[config.mk]
export PLATFORM = sky130hd
export DESIGN_NAME = pipelined_csa_adder_param
export DESIGN_NICKNAME = d
export VERILOG_FILES = /design/src/rtl/csa_pkg.sv /design/src/rtl/csa_select_block.sv /design/src/rtl/pipelined_csa_adder_param.sv
export SDC_FILE = /design/constraint.sdc
export NUM_CORES = 1
export LEC_CHECK = 0
export CAP_MARGIN = 20
export CELL_PAD_IN_SITES_DETAIL_PLACEMENT = 1
export CELL_PAD_IN_SITES_GLOBAL_PLACEMENT = 1
export CORE_MARGIN = 8
export CORE_UTILIZATION = 26
export DETAILED_ROUTE_END_ITERATION = 6
export PLACE_DENSITY = 0.62
export SLEW_MARGIN = 10
export SYNTH_ARGS = -nofsm -noshare
export SYNTH_HDL_FRONTEND = slang
export SYNTH_SLANG_ARGS = --single-unit
[constraint.sdc]
create_clock -name clk -period 3.5 [get_ports clk]
set_input_delay 0.875 -clock clk [delete_from_list [all_inputs] [get_ports clk]]
set_output_delay 0.875 -clock clk [all_outputs]
set_load 0.02 [all_outputs]
[src/rtl/csa_pkg.sv]
// Shared constants, pipeline rank record and section-boundary helpers for the
// pipelined carry-select adder/subtractor.
package csa_pkg;

   localparam int MAX_W      = 64;
   localparam int DEF_WIDTH  = 28;
   localparam int DEF_STAGES = 2;
   localparam int DEF_BLK    = 4;
   localparam int NBLK       = (DEF_WIDTH + DEF_BLK - 1) / DEF_BLK;

   // Every rank has the same shape; low operand bits that a section has already
   // consumed are carried along unused and trimmed by synthesis.
   typedef struct packed {
      logic             valid;
      logic             carry;
      logic [MAX_W:0]   psum;
      logic [MAX_W-1:0] a;
      logic [MAX_W-1:0] b;
   } rank_t;

   function automatic int num_blocks(input int width, input int blk);
      return (width + blk - 1) / blk;
   endfunction

   function automatic int section_lsb(input int k, input int width, input int stages, input int blk);
      int lsb;
      if (k >= stages) lsb = width;
      else             lsb = blk * ((k * num_blocks(width, blk)) / stages);
      return lsb;
   endfunction

   function automatic int block_section(input int j, input int width, input int stages, input int blk);
      int sec;
      sec = 0;
      for (int k = 1; k < stages; k++) begin
         if (j * blk >= section_lsb(k, width, stages, blk)) sec = k;
         else                                               sec = sec;
      end
      return sec;
   endfunction

endpackage

[src/rtl/csa_select_block.sv]
// One carry-select block: both carry-in hypotheses are summed in parallel and
// the real carry-in picks the result.
module csa_select_block #(
   parameter int W = 4
) (
   input  logic [W-1:0] a,
   input  logic [W-1:0] b,
   input  logic         cin,
   output logic [W-1:0] sum,
   output logic         cout
);

   logic [W:0] sum0_s;
   logic [W:0] sum1_s;

   assign sum0_s      = {1'b0, a} + {1'b0, b};
   assign sum1_s      = {1'b0, a} + {1'b0, b} + {{W{1'b0}}, 1'b1};
   assign {cout, sum} = cin ? sum1_s : sum0_s;

endmodule

[src/rtl/pipelined_csa_adder_param.sv]
// Pipelined carry-select adder/subtractor with valid/ready flow control and bubble collapse.
// Optional signed-overflow output is built when CSA_OVF_EN is defined.
module pipelined_csa_adder_param
   import csa_pkg::*;
#(
   parameter int WIDTH  = 28,
   parameter int STAGES = 2,
   parameter int BLK    = 4
) (
   input  logic             clk,
   input  logic             rstn,
   input  logic             in_valid,
   output logic             in_ready,
   input  logic [WIDTH-1:0] a,
   input  logic [WIDTH-1:0] b,
   input  logic             c_in,
   input  logic             sub,
   output logic             out_valid,
   input  logic             out_ready,
   output logic [WIDTH:0]   sum
`ifdef CSA_OVF_EN
   ,
   output logic             ovf
`endif
);

   localparam int NB = num_blocks(WIDTH, BLK);

   rank_t            rank_r [STAGES+1];
   rank_t            next_s [STAGES];
   rank_t            in_s;
   logic [STAGES:0]  free_s;
   logic [WIDTH-1:0] bsum_s;
   logic [NB-1:0]    cout_s;

   // A rank can load when out_ready is high or any rank from it onward is empty.
   always_comb begin
      logic hole;
      free_s = '0;
      for (int r = 0; r <= STAGES; r++) begin
         hole = 1'b0;
         for (int q = r; q <= STAGES; q++) hole = hole | ~rank_r[q].valid;
         free_s[r] = hole | out_ready;
      end
   end

   assign in_ready = free_s[0];

   // Subtraction folds into addition of ~b with the inverted borrow.
   always_comb begin
      in_s                  = '0;
      in_s.valid            = in_valid;
      in_s.carry            = c_in ^ sub;
      in_s.a[WIDTH-1:0]     = a;
      in_s.b[WIDTH-1:0]     = sub ? ~b : b;
   end

   for (genvar j = 0; j < NB; j++) begin : g_blk
      localparam int LO    = j * BLK;
      localparam int HI    = (LO + BLK < WIDTH) ? LO + BLK : WIDTH;
      localparam int SEC   = block_section(j, WIDTH, STAGES, BLK);
      localparam bit FIRST = (LO == section_lsb(SEC, WIDTH, STAGES, BLK));
      logic cin_s;

      // The first block of a section takes the carry registered by the previous rank.
      if (FIRST) begin : g_first
         assign cin_s = rank_r[SEC].carry;
      end else begin : g_chain
         assign cin_s = cout_s[j-1];
      end

      csa_select_block #(.W(HI - LO)) u_blk (
         .a    (rank_r[SEC].a[HI-1:LO]),
         .b    (rank_r[SEC].b[HI-1:LO]),
         .cin  (cin_s),
         .sum  (bsum_s[HI-1:LO]),
         .cout (cout_s[j])
      );
   end

   for (genvar k = 0; k < STAGES; k++) begin : g_sec
      localparam int LO    = section_lsb(k, WIDTH, STAGES, BLK);
      localparam int HI    = section_lsb(k + 1, WIDTH, STAGES, BLK);
      localparam int LASTB = (HI + BLK - 1) / BLK - 1;
      rank_t nxt_s;

      // Merge this section's slice into the record headed for the next rank.
      always_comb begin
         nxt_s                = rank_r[k];
         nxt_s.psum[HI-1:LO]  = bsum_s[HI-1:LO];
         nxt_s.carry          = cout_s[LASTB];
         if (k == STAGES - 1) nxt_s.psum[WIDTH] = cout_s[LASTB];
         else                 nxt_s.psum[WIDTH] = rank_r[k].psum[WIDTH];
      end

      assign next_s[k] = nxt_s;
   end

   // Rank registers: hold when blocked, otherwise shift forward.
   always_ff @(posedge clk or negedge rstn) begin
      if (!rstn) begin
         for (int r = 0; r <= STAGES; r++) rank_r[r] <= '0;
      end else begin
         if (free_s[0]) rank_r[0] <= in_s;
         for (int r = 1; r <= STAGES; r++) begin
            if (free_s[r]) rank_r[r] <= next_s[r-1];
         end
      end
   end

   assign out_valid = rank_r[STAGES].valid;
   assign sum       = rank_r[STAGES].psum[WIDTH:0];

`ifdef CSA_OVF_EN
   logic ovf_s;
   logic ovf_r;

   assign ovf_s = (next_s[STAGES-1].a[WIDTH-1] == next_s[STAGES-1].b[WIDTH-1]) &&
                  (next_s[STAGES-1].psum[WIDTH-1] != next_s[STAGES-1].a[WIDTH-1]);

   // Overflow flag travels with the output rank.
   always_ff @(posedge clk or negedge rstn) begin
      if (!rstn)               ovf_r <= 1'b0;
      else if (free_s[STAGES]) ovf_r <= ovf_s;
   end

   assign ovf = ovf_r;
`endif

endmodule

### Yosys cells after proc, flatten, opt, wreduce, memory -nomap -nowiden

Index checks and enable logic that the tools add are counted.

* register bits: 158
* input port bits: 62
* output and inout port bits: 31
* logic and storage cells: 44

* add/sub/neg operators: 14
* mux-type cells: 8
* bitwise operators: 11

Operator list (count)
* adder 4 x 4 -> 5 bit: 7
* adder 5 x 1 -> 5 bit (second input constant): 7
* 2-to-1 mux 5 bit: 7
* 2-to-1 mux 28 bit: 1
* NOT 28 bit: 1
* OR 1 bit: 6
* NOT 1 bit: 3
* bitwise XOR 1 bit: 1

### Longest topological paths before layout

Gate-level depths: netlist (run 1).

* word-level depth: 6
* mapped depth: 12
* gate-level depth less buffers: 12

### Cells and area by module

From an unflattened synthesis (run 1), not the netlist that was laid out.

* cells, all modules: 555
* area, all modules: 6993.0 um^2

By module, submodules not included
* pipelined_csa_adder_param: times used 1, cells an instance 317, area each 5250.0 um^2, sequential area each 3353.2 um^2
* csa_select_block: times used 7, cells an instance 34, area each 249.0 um^2, sequential area each 0.0 um^2

### Worst setup path before layout (run 1)

Ideal clock, no wire load.

* path kind: register -> register
* from: register rank_r, in the netlist g_sec[1].nxt_s[12]
* to: register rank_r, in the netlist sum[27]
* setup time: 82 ps
* arrival time: 3041 ps
* required time: 3418 ps
* slack: 377 ps
* cell stages (with the launch flop): 13
* buffers on the path: 0
* period minus slack after synthesis: 3123 ps
* cells stage by stage: dfrtp_1 > ha_1 > fa_1 > ha_1 > nand2_1 > nor2_1 > a31o_2 > a211o_2 > nand4_4 > mux2i_2 > xor2_2 > or3_1 > a31oi_1

* cells in the longest elaborated chain, start to end: 6

RTL lines
* start: declaration: line pipelined_csa_adder_param.sv:29 `rank_t rank_r [STAGES+1];`
* start signal: indexed assignment: line pipelined_csa_adder_param.sv:106 `if (free_s[r]) rank_r[r] <= next_s[r-1];`
* adder 4 x 4 -> 5 bit (*): line csa_select_block.sv:16, csa_select_block.sv:17
* adder 5 x 1 -> 5 bit: line csa_select_block.sv:17 `assign sum1_s = {1'b0, a} + {1'b0, b} + {{W{1'b0}}, 1'b1};`
* 2-to-1 mux 5 bit (*) (4 in series): line csa_select_block.sv:18 `assign {cout, sum} = cin ? sum1_s : sum0_s;`

Mark *: on every way between the ends. The rest lies on a longest branch, timed or not.
A chain may end at the register's enable or synchronous reset.

### Final worst setup path (run 1)

Ends and elaborated chain as after synthesis.

==> metrics.md, run 1 <==
| Metric | Value |
|---|---|
| PwrDens | 709 nW/um^2 |
| Clock sink count | 134 |
| Setup WS pre-CTS | 203 ps |
| First-pass GRT wire length | 26,000 um |
| Yosys reg bits | 134 |
| Synth-to-Final Area Change | 28.5% |
| End of the critical path | sum[27] |
| Post-synth top cells | dfrtp_1 (134), a21oi_1 (64), nand2_1 (58), mux2_2 (57), nor2_1 (57) |
| Hold Crit Class | input pin to asynchronous set/reset pin |
| Core box area | 25,000 um^2 |
| Worst hold margin | 411 ps |
| Fmax | 305 MHz |
| Gate count after technology mapping | 587 |
| Post-synth ARST share | 1.00 |
| Routability congestion estimate | 0.726 |
| Synth Net Count | 691 |
| Syn_area_per_cell | 11.2 um^2 |
| WP data arrival | 3610 ps |
| # IOs | 93 |
| Initial core utilization | 0.263 |
| Status | finished clean |
| Initial antenna violation count | 0 |
| Worst setup margin | 226 ps |
| Finish-stage setup viols | 0 |
| Worst R2R Path Depth | 12 |
| Post-CTS Hold Buffers | 0 |
| Clk_lat worst skew | 410 ps |
| Count leader, synth | dfrtp_1 |
| Syn. warnings | 0 |
| Num CTS Buffers | 17 |
| CP Class | flip-flop to flip-flop |
| Die span in y | 175 um |
| # diodes | 0 |
| Register area share after synthesis | 0.509 |
| Capture point of the worst reg-to-reg path | sum[27] |
| Fin crit period | 3270 ps |
| FP Rows | 58 |
| Worst-path clk slew | 60 ps |
| Post-DP HPWL | 11,300 um |
| Port Buffers | 92 |
| H-tree levels | 4 |
| Pleak | 0.00361 uW |
| EDFF count, synth | 0 |
| Largest net degree at the start of global routing | 89 |
| DRC | 0 |
| Reg2reg setup slack | 230 ps |
| Die area | 30,700 um^2 |
| CTS Root Buffer Type | clkbuf_16 |
| Power, Total | 6000 uW |
| Worst vdd ir | 331 uV |
| Post-layout nets | 784 |
| Top cell type's share of synthesized area | 0.509 |
| Final period util | 0.936 |
| CTS tree | built |
| Worst slew pin tran | 889 ps |
| Ys flop type | dfrtp_1 |
| Final Hold Fails | 0 |
| Synth unique cells | 41 |
| WL per Instance | 15.3 um |
| Share of layout cells above drive strength 1 | 0.149 |
| Grt total ovfl | 0 |
| Iter 0 DRT Violations | 182 |
| Cell Area, Synth | 6590 um^2 |
| Post-route ant nets | 0 |
| RSZ-0062 raised after global routing | false |
| Slew headroom | 0.407 |
| Critical Path RT | 3840 ps |
| Largest area contributor in the netlist | dfrtp_1 |
| Vias per cell | 4.30 |
| Maximum clock path buffer count | 2 |
| Vias in the first global route | 4,780 |
| Filler cells | 2,769 |
| Vias | 4,381 |
| Drt first pass iters | 4 |
| Max Cap Violations | 0 |
| Post-DP Area | 7890 um^2 |
| Crit Path Max Fanout | 5 |
| Final count of pins violating max slew | 0 |
| Total Wirelength | 15,600 um |
| Area contributors post-synth | dfrtp_1 (51%), mux2_2 (9.7%), ha_1 (6.6%) |
| Final Skew | 7.72 ps |
| Total GRT Usage | 0.107 |
| Reg-to-Reg Start | g_sec[1].nxt_s[12] |
| Die W | 175 um |
| Setup TNS | 0 ps |
| Crit path launch | g_sec[1].nxt_s[12] |
| CP startpoint kind | flip-flop |
| Crit. End Element | flip-flop |
| Fin area | 8470 um^2 |
-- timing repair --
item / 4_1_cts / 5_1_grt
buffers inserted: 0 / 2
gates resized for setup: 0 / 4
setup endpoints to repair: 0 / 4
-- placed cells by master, fill, tap and decap left out, types with 11 or more instances in the layout --
cell	count
a21oi_1	64
xnor2_1	48
nand2_1	57
dfrtp_1	134
clkbuf_16	17
xor2_1	16
nor2_1	57
clkdlybuf4s50_1	90
mux2_2	57
a21o_1	13
o21ai_0	11
ha_1	34
inv_1	13
-- worst min-delay path by stage --
stage                              from             endpoint  slack [ps]
floorplan           g_sec[0].nxt_s[194]  g_sec[1].nxt_s[194]         440
global placement                 sum[7]               sum[7]         450
detailed placement               sum[5]               sum[5]         460
CTS                                rstn   g_sec[0].nxt_s[68]         460
global route                       rstn   g_sec[0].nxt_s[68]         450
finish                             rstn   g_sec[0].nxt_s[68]         410
-- through the flow --
| step | util | instances |
|---|---|---|
| CTS | 0.336 | 1017 |
| global placement | 0.315 | 988 |
| detailed placement | 0.315 | 988 |
| global route | 0.338 | 1020 |
| floorplan | - | 587 |
| finish | 0.338 | 1020 |
-- cell type report --
type / instances / area [um^2] / area share
Sequential cell: 134 / 3350 / 0.396
Multi-Input combinational cell: 415 / 3120 / 0.368
Timing Repair Buffer: 99 / 1010 / 0.119
Clock buffer: 25 / 475 / 0.0562
Tap cell: 330 / 413 / 0.0488
Clock inverter: 4 / 48.8 / 0.00576
Inverter: 13 / 48.8 / 0.00576
-- registers in the layout (all words and copies together), names as in the netlist --
signal	flops
g_blk.cin_s	2
out_valid	1
g_sec.nxt_s	102
sum	29
-- power by group --
group,leakage (uW),switching (uW),total (uW),internal (uW)
logic,0.00181,1160,2190,1040
registers,0.00155,247,2190,1940
clock network,0.000257,620,1620,1000
total,0.00361,2020,6000,3980
-- critical path, cell delays in order, from the launching register on --
cell	delay, ps
dfrtp_1	380
ha_2	210
fa_1	550
ha_1	160
nand2_1	80
or4_1	400
mux2i_1	140
a211o_2	190
nand4_4	120
mux2i_4	240
xor2_2	200
or3_1	370
a31oi_1	160
-- kinds of logic (layout without fill, tap and decap cells) --
family	Yosys count	in the layout	synth area share
AO/OA/AOI/OAI	99	99	0.0851
XOR/XNOR	66	67	0.0889
adder cells (fa/ha/maj)	42	42	0.0878
buffers and inverters	39	141	0.0249
flip-flops	134	134	0.509
multiplexers	65	65	0.110
AND/OR/NAND/NOR	142	142	0.0940
-- per-layer routing --
metal  vias to the layer above  wire (um)  track usage
met5                         -          0            0
met4                         0        235       0.0381
met3                        13        336       0.0255
met2                        60       6960        0.157
met1                      2121       8070        0.150
li1                       2187          -            -
Note: power is estimated with default switching activity, not from simulation.
==> run 2: changes to the inputs <==
--- a/config.mk
+++ b/config.mk
@@ -11,6 +11,8 @@
 export CORE_MARGIN = 8
 export CORE_UTILIZATION = 26
 export DETAILED_ROUTE_END_ITERATION = 6
+export HOLD_SLACK_MARGIN = 0.05
+export MAX_ROUTING_LAYER = met4
 export PLACE_DENSITY = 0.62
 export SLEW_MARGIN = 10
 export SYNTH_ARGS = -nofsm -noshare
==> run 2 against run 1 <==
  * Routed wire length increased by 0.35%
  * Non-clock buffer count stayed put
  * Maximum frequency hardly changed
  * Critical endpoint unchanged
  * Sequential share of layout area stayed put
  * Worst hold slack improved by 19 ps
  * Worst setup slack worse by 1.1 ps
  * Sequential cell count unchanged
  * Register-to-register slack is essentially flat
  * Die area unchanged
  * Cell area stayed put
  * Clock skew increased by 1.0 ps
  * Critical path depth is the same
  * Largest power group unchanged
==> metrics.md, run 2 (same netlist as run 1, synthesis figures left out) <==
| Metric | Value |
|---|---|
| Initial antenna violation count | 0 (unchanged) |
| Post-route ant nets | 0 (unchanged) |
| Slew headroom | 0.405 (was 0.407) |
| Maximum clock path buffer count | 2 (unchanged) |
| Buf/Inv on CP | 0 (unchanged) |
| Max FFs per register | 102 (unchanged) |
| Grt total ovfl | 0 (unchanged) |
| Num CTS Buffers | 17 (unchanged) |
| Slowest cell on crit path | fa_1 (unchanged) |
| Final Skew | 8.73 ps (was 7.72 ps) |
| CTS tree | built (unchanged) |
| Clk_lat worst skew | 410 ps (about the same) |
| Total GRT Usage | 0.110 (was 0.107) |
| Combinational power share | 0.366 (about the same) |
| # IOs | 93 (unchanged) |
| Fmax | 305 MHz (about the same) |
| Finish-stage setup viols | 0 (unchanged) |
| Psw | 2020 uW (about the same) |
| Post-layout util | 0.338 (unchanged) |
| Die W | 175 um (unchanged) |
| Largest net degree at the start of global routing | 89 (unchanged) |
| Crit. End Element | flip-flop (unchanged) |
| Seq pwr share | 0.364 (about the same) |
| WL per Instance | 15.3 um (about the same) |
| Port Buffers | 92 (unchanged) |
| Setup TNS | 0 ps (unchanged) |
| Crit Path Max Fanout | 5 (unchanged) |
| CP Class | flip-flop to flip-flop (unchanged) |
| Final Hold Fails | 0 (unchanged) |
| Final count of pins violating max slew | 0 (unchanged) |
| Critical Path RT | 3840 ps (about the same) |
| Final period util | 0.936 (about the same) |
| Fin area | 8470 um^2 (unchanged) |
| Post-layout nets | 784 (unchanged) |
| Part of the power in the clock network | 0.270 (about the same) |
| Clock sink count | 134 (unchanged) |
| PwrDens | 709 nW/um^2 (about the same) |
| Internal | 3980 uW (about the same) |
| Share of layout cells above drive strength 1 | 0.149 (unchanged) |
| H-tree levels | 4 (unchanged) |
| FP Rows | 58 (unchanged) |
| Commonest non-fill, non-tap cell in the layout | dfrtp_1 (unchanged) |
| # diodes | 0 (unchanged) |
| Total Wirelength | 15,700 um (was 15,600 um) |
| Pleak | 0.00361 uW (unchanged) |
| Core box area | 25,000 um^2 (unchanged) |
| Worst vdd ir | 334 uV (was 331 uV) |
| DRC | 0 (unchanged) |
| Critical-path cell list | ha_2, fa_1, ha_1, nand2_1, or4_1, mux2i_1, a211o_2, nand4_4, mux2i_4, xor2_2, or3_1, a31oi_1 (unchanged) |
| WP data arrival | 3610 ps (about the same) |
| Die area | 30,700 um^2 (unchanged) |
| Vias | 4,383 (was 4,381) |
| First-pass GRT wire length | 26,000 um (about the same) |
| Worst slew pin tran | 893 ps (was 889 ps) |
| Vias in the first global route | 4,779 (was 4,780) |
| Status | finished clean (unchanged) |
| Die span in y | 175 um (unchanged) |
| Critical Path Stages | 12 (unchanged) |
| CP startpoint kind | flip-flop (unchanged) |
| Vias per cell | 4.30 (about the same) |
| RSZ-0062 raised after global routing | false (unchanged) |
| Most frequent cells in the layout | dfrtp_1 (134), clkdlybuf4s50_1 (90), a21oi_1 (64) (unchanged) |
| Drt first pass iters | 4 (unchanged) |
| Filler cells | 2,769 (unchanged) |
| CTS Root Buffer Type | clkbuf_16 (unchanged) |
| Worst R2R Path Depth | 12 (unchanged) |
| Worst-path clk slew | 60 ps (about the same) |
| CP peak stage delay | 550 ps (about the same) |
| Net Sw Frac | 0.337 (about the same) |
| Routability congestion estimate | 0.734 (was 0.726) |
| Initial core utilization | 0.263 (unchanged) |
| Hold Crit Class | input pin to asynchronous set/reset pin (unchanged) |
| Family with the most delay on the worst path | simple AND/OR/NAND/NOR gates (unchanged) |
| Reg area | 3350 um^2 (unchanged) |
| Iter 0 DRT Violations | 185 (was 182) |
| Multi-input logic area | 3120 um^2 (unchanged) |
| Post-DP Area | 7890 um^2 (unchanged) |
| Max Cap Violations | 0 (unchanged) |
| Synth-to-Final Area Change | 28.5% (unchanged) |
| Fin crit period | 3280 ps (was 3270 ps) |
| Post-DP HPWL | 11,300 um (unchanged) |
| Worst hold margin | 430 ps (was 411 ps) |
## run 2: cell counts in the layout (fill, tap and decap cells not counted)
Identical to the previous run, type by type.
## run 2: power by group through the flow
stage               sequential, uW  combinational [uW]  clock [uW]
floorplan                     2340                1230           0
global placement              2210                2140           0
detailed placement            2220                2180           0
CTS                           2200                2200        1680
global route                  2250                2460        1740
finish                        2190                2190        1620
## run 2: repair_timing
| item | CTS | global route |
|---|---|---|
| gates resized for setup | 0 | 4 |
| hold buffers | 0 | 0 |
| endpoints found under the setup margin | 0 | 4 |
| setup buffers | 0 | 2 |
## run 2: final cells by class
class | instances | share of cell area
flip-flops and latches | 134 | 0.396
multi-input cells | 415 | 0.368
repair buffers | 99 | 0.119
clock buffers | 25 | 0.0562
well taps | 330 | 0.0488
clock inverters | 4 | 0.00576
inverters | 13 | 0.00576
## run 2: worst reg2reg max path, delay by kind of cell (launching register included)
family	cells	cell delay, ps
XOR/XNOR	1	210
AO/OA/AOI/OAI	2	350
multiplexers	2	380
AND/OR/NAND/NOR	4	970
flip-flops	1	380
adder cells (fa/ha/maj)	3	920
## run 2: worst paths after layout
| check | from | end | slack (ps) |
|---|---|---|---|
| worst min-delay path | rstn | g_blk[0].cin_s | 430 |
| worst max register to register | g_sec[1].nxt_s[12] | sum[27] | 220 |
| max in group asynchronous | rstn | g_sec[0].nxt_s[1] | 2290 |
| min in group clk | sum[5] | sum[5] | 460 |
| worst max-delay path | g_sec[1].nxt_s[12] | sum[27] | 220 |
| worst min register to register | sum[5] | sum[5] | 460 |
## run 2: stage by stage
step	instances	worst slack, ps	power (uW)
finish	1020	224	6000
global route	1020	13.1	6450
CTS	1017	177	6090
detailed placement	988	203	4410
global placement	988	232	4350
floorplan	587	377	3570
## run 2: metal layers
layer | wire length, um | global-route usage
met3 | 316 | 0.0235
met1 | 8170 | 0.151
met5 | 0 | -
met2 | 6930 | 0.157
met4 | 238 | 0.0381
==> run 3: changes to the inputs <==
--- a/config.mk
+++ b/config.mk
@@ -14,7 +14,7 @@
 export HOLD_SLACK_MARGIN = 0.05
 export MAX_ROUTING_LAYER = met4
 export PLACE_DENSITY = 0.62
-export SLEW_MARGIN = 10
+export SLEW_MARGIN = 20
 export SYNTH_ARGS = -nofsm -noshare
 export SYNTH_HDL_FRONTEND = slang
 export SYNTH_SLANG_ARGS = --single-unit
==> results of run 3 <==
The final DEF is identical to that of run 2; final timing and power are the same.
